--- src/rtl/uart_receiver_pkg.sv ---
// Shared definitions for the UART receiver: logic-level constants and the receive FSM states.
package uart_receiver_pkg;

  localparam logic YES  = 1'b1;
  localparam logic NO   = 1'b0;
  localparam logic HIGH = 1'b1;
  localparam logic LOW  = 1'b0;

  typedef enum logic [2:0] {
    StIdle,
    StStart,
    StData,
    StParity,
    StStop,
    StWaitHigh
  } rx_state_e;

endpackage

--- src/rtl/uart_bit_timer.sv ---
// Loadable down-counter that saturates at zero; zero_o marks each bit-period sample point.
module uart_bit_timer #(
  parameter int unsigned Width = 8
) (
  input  logic             clk_i,
  input  logic             reset_i,
  input  logic             load_i,
  input  logic [Width-1:0] load_val_i,
  output logic             zero_o
);

  logic [Width-1:0] cnt_q, cnt_d;

  always_comb begin
    cnt_d = cnt_q;
    if (load_i) begin
      cnt_d = load_val_i;
    end else if (cnt_q != '0) begin
      cnt_d = cnt_q - Width'(1);
    end
  end

  always_ff @(posedge clk_i) begin
    if (reset_i) begin
      cnt_q <= '0;
    end else begin
      cnt_q <= cnt_d;
    end
  end

  assign zero_o = (cnt_q == '0);

endmodule

--- src/rtl/uart_receiver.sv ---
// 8N1 UART receiver with a one-deep valid/ready output register.
// Define UART_PARITY_EN to receive 8E1 frames and report parity errors.
module uart_receiver
  import uart_receiver_pkg::*;
#(
  parameter int unsigned CLK_HZ = 27000000,
  parameter int unsigned BAUD   = 115200
) (
  input  logic       clk,
  input  logic       reset,
  input  logic       rx,
  input  logic       character_ready,
  output logic       character_valid,
  output logic [7:0] character_byte,
  output logic       framing_error,
  output logic       overrun_error,
  output logic       parity_error
);

  localparam int unsigned CLKS_PER_BIT = CLK_HZ / BAUD;
  localparam int unsigned CntW         = $clog2(CLKS_PER_BIT);
  localparam logic [CntW-1:0] HalfLoad = CntW'(CLKS_PER_BIT / 2 - 1);
  localparam logic [CntW-1:0] FullLoad = CntW'(CLKS_PER_BIT - 1);

  if (CLKS_PER_BIT < 8) begin : g_baud_check
    $error("uart_receiver: CLK_HZ/BAUD must be at least 8");
  end

  logic            rx_s1_q, rx_s2_q, rx_prev_q;
  rx_state_e       state_q, state_d;
  logic [2:0]      bit_idx_q, bit_idx_d;
  logic [7:0]      shift_q, shift_d;
  logic            par_bad_q, par_bad_d;
  logic            timer_load, timer_zero;
  logic [CntW-1:0] timer_val;
  logic            byte_done, load_out;
  logic            valid_q, valid_d;
  logic [7:0]      byte_q, byte_d;
  logic            fe_q, fe_d, oe_q, oe_d;
`ifdef UART_PARITY_EN
  logic            pe_q, pe_d;
`endif

  uart_bit_timer #(
    .Width(CntW)
  ) u_bit_timer (
    .clk_i     (clk),
    .reset_i   (reset),
    .load_i    (timer_load),
    .load_val_i(timer_val),
    .zero_o    (timer_zero)
  );

  always_comb begin
    state_d    = state_q;
    bit_idx_d  = bit_idx_q;
    shift_d    = shift_q;
    par_bad_d  = par_bad_q;
    timer_load = NO;
    timer_val  = FullLoad;
    byte_done  = NO;
    fe_d       = NO;
`ifdef UART_PARITY_EN
    pe_d       = NO;
`endif
    unique case (state_q)
      StIdle: begin
        if (rx_prev_q == HIGH && rx_s2_q == LOW) begin
          timer_load = YES;
          timer_val  = HalfLoad;
          state_d    = StStart;
        end
      end
      StStart: begin
        if (timer_zero) begin
          if (rx_s2_q == LOW) begin
            timer_load = YES;
            bit_idx_d  = '0;
            par_bad_d  = NO;
            state_d    = StData;
          end else begin
            state_d = StIdle;
          end
        end
      end
      StData: begin
        if (timer_zero) begin
          timer_load = YES;
          shift_d    = {rx_s2_q, shift_q[7:1]};
          bit_idx_d  = bit_idx_q + 3'd1;
          if (bit_idx_q == 3'd7) begin
`ifdef UART_PARITY_EN
            state_d = StParity;
`else
            state_d = StStop;
`endif
          end
        end
      end
      StParity: begin
`ifdef UART_PARITY_EN
        if (timer_zero) begin
          timer_load = YES;
          if (^{shift_q, rx_s2_q}) begin
            pe_d      = YES;
            par_bad_d = YES;
          end
          state_d = StStop;
        end
`else
        state_d = StIdle;
`endif
      end
      StStop: begin
        if (timer_zero) begin
          if (rx_s2_q == HIGH) begin
            byte_done = !par_bad_q;
            state_d   = StIdle;
          end else begin
            fe_d    = YES;
            state_d = StWaitHigh;
          end
        end
      end
      StWaitHigh: begin
        // A held-low break line must not re-trigger a frame until it returns high.
        if (rx_s2_q == HIGH) begin
          state_d = StIdle;
        end
      end
      default: state_d = StIdle;
    endcase
  end

  always_comb begin
    load_out = byte_done && (!valid_q || character_ready);
    byte_d   = load_out ? shift_q : byte_q;
    oe_d     = byte_done && valid_q && !character_ready;
    if (load_out) begin
      valid_d = YES;
    end else if (valid_q && character_ready) begin
      valid_d = NO;
    end else begin
      valid_d = valid_q;
    end
  end

  always_ff @(posedge clk) begin
    if (reset) begin
      rx_s1_q   <= HIGH;
      rx_s2_q   <= HIGH;
      rx_prev_q <= HIGH;
      state_q   <= StIdle;
      bit_idx_q <= '0;
      shift_q   <= '0;
      par_bad_q <= NO;
      valid_q   <= NO;
      byte_q    <= '0;
      fe_q      <= NO;
      oe_q      <= NO;
    end else begin
      rx_s1_q   <= rx;
      rx_s2_q   <= rx_s1_q;
      rx_prev_q <= rx_s2_q;
      state_q   <= state_d;
      bit_idx_q <= bit_idx_d;
      shift_q   <= shift_d;
      par_bad_q <= par_bad_d;
      valid_q   <= valid_d;
      byte_q    <= byte_d;
      fe_q      <= fe_d;
      oe_q      <= oe_d;
    end
  end

`ifdef UART_PARITY_EN
  always_ff @(posedge clk) begin
    if (reset) begin
      pe_q <= NO;
    end else begin
      pe_q <= pe_d;
    end
  end
  assign parity_error = pe_q;
`else
  assign parity_error = LOW;
`endif

  assign character_valid = valid_q;
  assign character_byte  = byte_q;
  assign framing_error   = fe_q;
  assign overrun_error   = oe_q;

endmodule
--- config.mk ---
export PLATFORM = sky130hd
export DESIGN_NAME = uart_receiver
export DESIGN_NICKNAME = d
export VERILOG_FILES = /design/src/rtl/uart_receiver_pkg.sv /design/src/rtl/uart_bit_timer.sv /design/src/rtl/uart_receiver.sv
export SDC_FILE = /design/constraint.sdc
export NUM_CORES = 1
export LEC_CHECK = 0
export CORE_MARGIN = 4
export CORE_UTILIZATION = 40
export CTS_BUF_LIST = sky130_fd_sc_hd__clkbuf_2 sky130_fd_sc_hd__clkbuf_4 sky130_fd_sc_hd__clkbuf_8
export DETAILED_ROUTE_END_ITERATION = 10
export REMOVE_ABC_BUFFERS = 1
export SETUP_SLACK_MARGIN = 0.2
export SLEW_MARGIN = 20
export SYNTH_ARGS = -nofsm -noshare
export SYNTH_HDL_FRONTEND = slang
export SYNTH_SLANG_ARGS = --single-unit
--- constraint.sdc ---
create_clock -name clk -period 2 [get_ports clk]
set_input_delay 0.3 -clock clk [delete_from_list [all_inputs] [get_ports clk]]
set_output_delay 0.3 -clock clk [all_outputs]
set_load 0.05 [all_outputs]
* Word level (Yosys, flattened, before mapping)
Cells that the tools add are included.
** Word-level totals
- Word-level logic and storage cells :: 72
- Bits of input ports :: 4
- Output and inout bits :: 12
- Bits in registers :: 36
** Operators by class
- Bitwise logic cells :: 2
- Eq/ne operators :: 12
- Multiplexer cells :: 27
- Reduce and logical (&&, ||, !) cells :: 18
- $add $sub $neg :: 2
** Operators with widths (number)
- $mux 8 :: 4
- $mux 3 :: 10
- $pmux 3 s5 :: 1
- $ne 2x2->1 const B :: 7
- $eq 3x3->1 const B :: 3
- $mux 1 :: 9
- $logic_not 8->1 :: 1
- $reduce_bool 8->1 :: 1
- $sub 8x1->8 const B :: 1
- $pmux 3 s2 :: 1
- $reduce_and 6->1 :: 1
- $reduce_bool 2->1 :: 3
- $logic_and 1x1->1 :: 5
- $reduce_and 4->1 :: 1
- $add 3x1->3 const B :: 1
- $eq 3x1->1 const B :: 1
- $eq 3x2->1 const B :: 1
- $logic_not 3->1 :: 1
- $pmux 1 s3 :: 1
- $logic_not 1->1 :: 2
- $mux 2 :: 1
- $not 1->1 :: 2
- $reduce_and 2->1 :: 1
- $reduce_or 2->1 :: 1
- $logic_or 1x1->1 :: 1

* Depth between registers and ports, before layout
Gate-level depths: netlist (run 1).
- Depth in word-level cells :: 5
- Depth in mapped cells :: 7
- Depth with buffers taken out :: 6

* Modules after synthesis
Synthesis (run 1) repeated with hierarchy kept, for this count alone.
** Unflattened totals
- Cells, all modules :: 175
- Area, all modules :: 1666.6 sq um
** Modules (own cells, without submodules)
- uart_receiver :: cells each 122, sequential area each 560.5 sq um, area each 1191.1 sq um, instances 1
- uart_bit_timer :: cells each 53, sequential area each 160.2 sq um, area each 475.5 sq um, instances 1

* Worst setup path after synthesis (run 1)
No wires, ideal clock.
- Path type :: reg-to-reg
- From :: reg u_bit_timer.cnt_q[0]
- To :: reg shift_q[0]
- Library setup time :: 0.128 ns
- Arrival :: 1.705 ns
- Cell stages (with the launch flop) :: 8
- Required time :: 1.872 ns
- Path buffers :: 1
- Setup slack :: 0.168 ns
- Clock period less this slack :: 1.832 ns
- Path through :: dfxtp_1 -> inv_1 -> ha_1 -> or3b_2 -> nor3_4 -> buf_6 -> mux2i_1 -> nor2_1
** On the way
- Word-level cells in the longest chain between the ends :: 2
** Ends and longest elaborated chain
- start, declared :: line uart_bit_timer.sv:12 : logic [Width-1:0] cnt_q, cnt_d;
- start signal, assigned :: line uart_bit_timer.sv:27 : cnt_q <= cnt_d;
- $logic_not 8->1 :: line uart_bit_timer.sv:31 : assign zero_o = (cnt_q == '0);
- $reduce_and 2->1 (no source line)
- end signal, assigned :: line uart_receiver.sv:167 : shift_q <= shift_d;
- end, declared :: line uart_receiver.sv:32 : logic [7:0] shift_q, shift_d;
No other way between the ends.
A chain may end at the register's enable or synchronous reset.

* Worst setup path in the final report (run 1)
- From :: reg byte_q[5], in the netlist character_byte[5]
- To :: out character_byte[5]
** RTL lines
- start, declared :: line uart_receiver.sv:38 : logic [7:0] byte_q, byte_d;
- start signal, assigned :: line uart_receiver.sv:170 : byte_q <= byte_d;
- end, declared :: line uart_receiver.sv:14 : output logic [7:0] character_byte,
No word-level cell between the ends.

==> results of run 1 <==
==> power groups by stage <==
| stage | combinational, uW | clock [uW] | sequential (uW) |
|---|---|---|---|
| CTS | 649 | 569 | 891 |
| floorplan | 481 | 0 | 883 |
| finish | 759 | 553 | 906 |
| global route | 837 | 600 | 919 |
| global placement | 596 | 0 | 900 |
| detailed placement | 610 | 0 | 905 |
==> sequential cells by signal, summed over array words and instances, names as in the netlist, 3 cells and up <==
name,cells
character_byte,8
u_bit_timer.cnt_q,8
shift_q,8
state_q,3
bit_idx_q,3
==> logic make-up (layout without fill, tap and decap cells) <==
family	count (synthesis)	count (layout)	synth area share
flops	36	36	0.448
xor+xnor	2	2	0.0109
fa+ha+maj	3	3	0.0233
simple gates	74	74	0.272
other cells	1	1	0.00233
compound gates	25	25	0.100
buf+inv	10	37	0.0311
mux	18	18	0.112
==> synthesized netlist by cell type, drive strengths merged (4+ instances only) <==
| master | instances |
|---|---|
| dfxtp | 36 |
| a21oi | 7 |
| nand2b | 19 |
| nor3b | 4 |
| nor3 | 4 |
| nand2 | 11 |
| nor2 | 17 |
| clkbuf | 4 |
| or2 | 4 |
| mux2i | 18 |
| o21ai | 4 |
==> how the worst min path moves through the flow <==
stage	start	to	cells after the start
final	rx_s1_q$_SDFF_PP1_	rx_s2_q$_SDFF_PP1_	1
after global routing	rx_s1_q$_SDFF_PP1_	rx_s2_q$_SDFF_PP1_	1
after CTS	rx_s1_q$_SDFF_PP1_	rx_s2_q$_SDFF_PP1_	1
after detailed placement	rx_s1_q$_SDFF_PP1_	rx_s2_q$_SDFF_PP1_	1
after global placement	rx_s1_q$_SDFF_PP1_	rx_s2_q$_SDFF_PP1_	1
after floorplan	reset	character_valid$_SDFFE_PP0P_	1
==> per-stage QoR <==
stage | cell area [um^2] | utilization | setup WS [ns]
after floorplan | 1570 | - | 0.0536
after global placement | 1810 | 0.481 | 0.184
after detailed placement | 1810 | 0.481 | 0.0913
after CTS | 1930 | 0.513 | 0.210
after global routing | 2010 | 0.534 | 0.186
final | 2010 | 0.534 | 0.277
==> layer usage <==
metal  vias up  global-route usage
li1        647                   -
met1       602               0.160
met2        23               0.192
met3        10              0.0421
met4         0              0.0814
met5         -                   0
==> area by class of cell <==
cell class / count / area (um^2)
clock buffer: 8 / 97.6
multi-input combinational: 123 / 867
fill: 330 / 1760
timing repair buffer: 26 / 250
inverter: 3 / 11.3
tap: 48 / 60.1
sequential: 36 / 728
==> layout by cell type, fill, tap and decap left out, types with 2 or more instances in the layout <==
master / count
a21oi_1: 7
xor2_1: 2
ha_1: 2
dfxtp_1: 30
a22oi_1: 2
o21ai_0: 4
dfxtp_2: 6
nor2_1: 16
or4_1: 2
nand2_1: 11
inv_1: 2
buf_4: 9
or2_2: 4
clkbuf_8: 6
mux2i_1: 17
nor3b_1: 2
nor4b_1: 2
nand3_1: 3
clkdlybuf4s50_1: 14
clkbuf_4: 2
a31oi_1: 3
buf_6: 2
nand2b_1: 19
nor3_1: 3
==> what timing repair did <==
item	4_1_cts	5_1_grt
endpoints found under the setup margin	15	22
resized for setup	5	12
pin swaps	0	6
buffers inserted	0	7
cloned	1	0
==> impl_metrics.ini, run 1 <==
[yosys]
syn_area_um2 = 1610
seq_area_frac_synth = 0.448
netlist.area_leader.share = 0.448
synth_cell_types = 41
syn_avg_cell_area_um2 = 9.52
syn_inst = 169
synth_ff_type = dfxtp_1
synth_top_area_cell = dfxtp_1
synth_edf_count = 0
synth_area_leaders = dfxtp_1 45%, mux2i_1 11%, nand2b_1 7.4%
yosysWarnings = 0
async_reset_ff_frac = 0
synth-seq-cells = 36

[power]
total_power_uw = 2220
power_frac_clock = 0.249
intPower_uw = 1490
ir_drop_v = 0.000511
power.switching_uw = 725
switching_share = 0.327
p_comb_frac = 0.342
cellLeakagePower_uw = 0.000719
seqPwrFrac = 0.408
p_per_area_nw_per_um2 = 1100

[place]
port_buffers = 14
dp_cells = 228
place.gp.congestion = 0.806
dpl.hpwl_um = 2070

[routing]
wire_per_inst_um = 12.8
highest_layer = met4
vias = 1282
drtIter0Drc = 99
dr.pass1.iters = 4
wl_met2_um = 1480
vias_per_cell = 5.25
wl_met1_um = 1460
wl_met3_um = 103
antenna_left = 0
drc = 0
wl_um = 3140

[die]
die_area_um2 = 5100
start_util = 0.427
io_pins = 16
core_area_um2 = 3770
std_cell_rows = 22
die_height_um = 71.4
die_w_um = 71.4

[sta]
finClkSkew_ns = 0.00358
slew_violations = 0
hold_violations = 0
setup_viol = 0
tightestPinTransition_ns = 0.497
period_share = 0.861
holdWs_ns = 0.409
fmax_ghz = 0.580
rsz0062_at_grt = false
fin_tns_setup_ns = 0
slew_headroom = 0.668
period_minus_slack_ns = 1.72

[layout]
fin_nets = 202
stdcell_count = 244
drive_gt1_frac = 0.219
area.growth.synth_to_final_pct = 25.2
diodes = 0

[setup_path]
slowest_stage = clkdlybuf4s50_1
cp.required_ns = 1.70
rr_startpoint = u_bit_timer.cnt_q[5]$_SDFFE_PP0P_
r2r-end = u_bit_timer.cnt_q[7]$_SDFFE_PP0P_
path_max_fanout = 2
end_kind = output port
r2r_cells = 4
reg2reg_slack_ns = 0.28
cp_num_buf_inv = 1
crit_type = reg2out
path_delay_family = buffers and inverters
slowest_delay_ns = 0.81
endpoint = character_byte[5]
path_depth = 1
worst_ep_arrival_time_ns = 1.42
cp-start-kind = flip-flop
cp-startpoint = character_byte[5]$_SDFFE_PP0P_
crit_chain = clkdlybuf4s50_1

[job]
max_cap_viol_count = 0

[grt]
grt_max_degree = 44
grt_pass1_vias = 1135
grt_pass1_wl_um = 5150
grtUsageTotal = 0.129
grt.overflow.total = 0
grt_antenna_before_repair = 0

[clock_tree]
numCtsBuffers = 5
clk_pin_slew_ns = 0.07
cts-hold-fix-buffers = 0
h-tree-depth = 2
tritoncts = yes
clk_latency_ns = 0.28
clk_path_buf_depth = 2
root_buffer = clkbuf_8
clkSinkCount = 36

[outcome]
status = complete, no violations

[min_path]
hp-class = reg2reg
(Power assumes the default switching activity.)
==> run 2: changes to the inputs <==
CORE_MARGIN = 2   (was 4)
HOLD_SLACK_MARGIN = 0.03   (was not set)
==> impl_metrics.ini, run 2 (synthesized netlist as in run 1, its figures left out) <==
[grt]
grtUsageTotal = 0.156
grt_antenna_before_repair = 0
grt_pass1_wl_um = 5340
grt_pass1_vias = 1188
grt_max_degree = 32
grt.overflow.total = 0

[place]
dpl.hpwl_um = 2170
dpl_cell_area_um2 = 1840
port_buffers = 14
dp_worst_setup_slack_ns = 0.172
place.gp.congestion = 0.743

[power]
p_per_area_nw_per_um2 = 1080
intPower_uw = 1410
switching_share = 0.344
power_frac_clock = 0.243
cellLeakagePower_uw = 0.000704
total_power_uw = 2150
power.switching_uw = 739
p_comb_frac = 0.332
seqPwrFrac = 0.425
ir_drop_v = 0.000401

[sta]
hold_violations = 0
slew_violations = 0
setup_ws_ns = 0.256
finClkSkew_ns = 0.00883
slew_headroom = 0.627
period_minus_slack_ns = 1.74
period_share = 0.872
setup_viol = 0
fin_tns_setup_ns = 0
fmax_ghz = 0.573
tightestPinTransition_ns = 0.558
rsz0062_at_grt = false

[layout]
final_common_cell = dfxtp_1
final_area_um2 = 1980
fill_cells = 368
ff_latch_area_um2 = 727
area.growth.synth_to_final_pct = 23.2
fin_nets = 196
multi_input_comb_area_um2 = 870
drive_gt1_frac = 0.179
diodes = 0
mostFrequentLayoutCells = 33 x dfxtp_1, 19 x nand2b_1, 18 x mux2i_1

[setup_path]
cp_num_buf_inv = 1
end_kind = flip-flop
path_common_cell = or4_1
rr_startpoint = u_bit_timer.cnt_q[1]$_SDFFE_PP0P_
path_max_fanout = 4
slowest_delay_ns = 0.53
crit_type = reg2reg
r2r-end = u_bit_timer.cnt_q[5]$_SDFFE_PP0P_
worst_ep_arrival_time_ns = 1.93
cp.required_ns = 2.19
cp-start-kind = flip-flop
slowest_stage = or4_1
crit_chain = buf_4, or4_1, or4_1, a41oi_1
path_delay_family = simple AND/OR/NAND/NOR gates
r2r_cells = 4
reg2reg_slack_ns = 0.26

[routing]
antenna_left = 0
dr.pass1.iters = 4
wl_um = 3170
vias = 1263
drtIter0Drc = 52
drc = 0
wire_per_inst_um = 13.2
vias_per_cell = 5.26

[min_path]
hp-class = reg2reg
min_path_cells = 1
hold_start = rx_s1_q$_SDFF_PP1_
holdPathEnd = rx_s2_q$_SDFF_PP1_

[clock_tree]
clk_latency_ns = 0.28
root_buffer = clkbuf_8
clkSinkCount = 36
clk_path_buf_depth = 2
tritoncts = yes
numCtsBuffers = 5
h-tree-depth = 2
cts-hold-fix-buffers = 0
clk_pin_slew_ns = 0.07

[die]
core_area_um2 = 3940
die_area_um2 = 4550
start_util = 0.408
io_pins = 16
die_w_um = 67.4
std_cell_rows = 23
die_height_um = 67.4

[job]
max_cap_viol_count = 0

[outcome]
status = complete, no violations
-- run 2: layer usage --
layer	routed length, um	vias up	global-route usage
li1	-	641	-
met1	1420	592	0.189
met2	1610	28	0.256
met3	122	2	0.0517
met4	25	0	0.0612
met5	0	-	0
-- run 2: worst max path at each step --
| stage | start | endpoint | depth (start not counted) |
|---|---|---|---|
| after floorplan | u_bit_timer.cnt_q[0]$_SDFFE_PP0P_ | shift_q[0]$_SDFFE_PP0P_ | 6 |
| after global placement | u_bit_timer.cnt_q[0]$_SDFFE_PP0P_ | shift_q[3]$_SDFFE_PP0P_ | 7 |
| after detailed placement | u_bit_timer.cnt_q[0]$_SDFFE_PP0P_ | state_q[0]$_SDFFE_PP0P_ | 6 |
| after CTS | character_byte[6]$_SDFFE_PP0P_ | character_byte[6] | 1 |
| after global routing | u_bit_timer.cnt_q[0]$_SDFFE_PP0P_ | character_byte[0]$_SDFFE_PP0P_ | 7 |
| final | u_bit_timer.cnt_q[1]$_SDFFE_PP0P_ | u_bit_timer.cnt_q[5]$_SDFFE_PP0P_ | 4 |
-- run 2: power groups by stage --
stage | sequential, uW | combinational (uW) | clock [uW]
floorplan | 883 | 481 | 0
global placement | 899 | 602 | 0
detailed placement | 905 | 615 | 0
CTS | 893 | 651 | 544
global route | 923 | 794 | 579
finish | 913 | 712 | 522
-- run 2: area by class of cell --
cell class / count / area share
clock buffer: 7 / 0.0423
clock inverter: 1 / 0.00442
inverter: 3 / 0.00694
multi-input combinational: 123 / 0.439
sequential: 36 / 0.367
tap: 50 / 0.0316
timing repair buffer: 20 / 0.109
-- run 2: through the flow --
step | util | hold WS, ns | instances
4_1_cts | 0.492 | 0.416 | 239
3_3_place_gp | 0.466 | 0.396 | 231
6_report | 0.503 | 0.411 | 240
3_5_place_dp | 0.466 | 0.398 | 231
5_1_grt | 0.503 | 0.430 | 240
2_1_floorplan | - | 0.369 | 162
-- run 2: repair_timing --
action,in CTS,in global routing
pin swaps,0,2
gates cloned,0,0
setup endpoints to repair,11,19
setup buffers,0,1
gates resized for setup,3,13
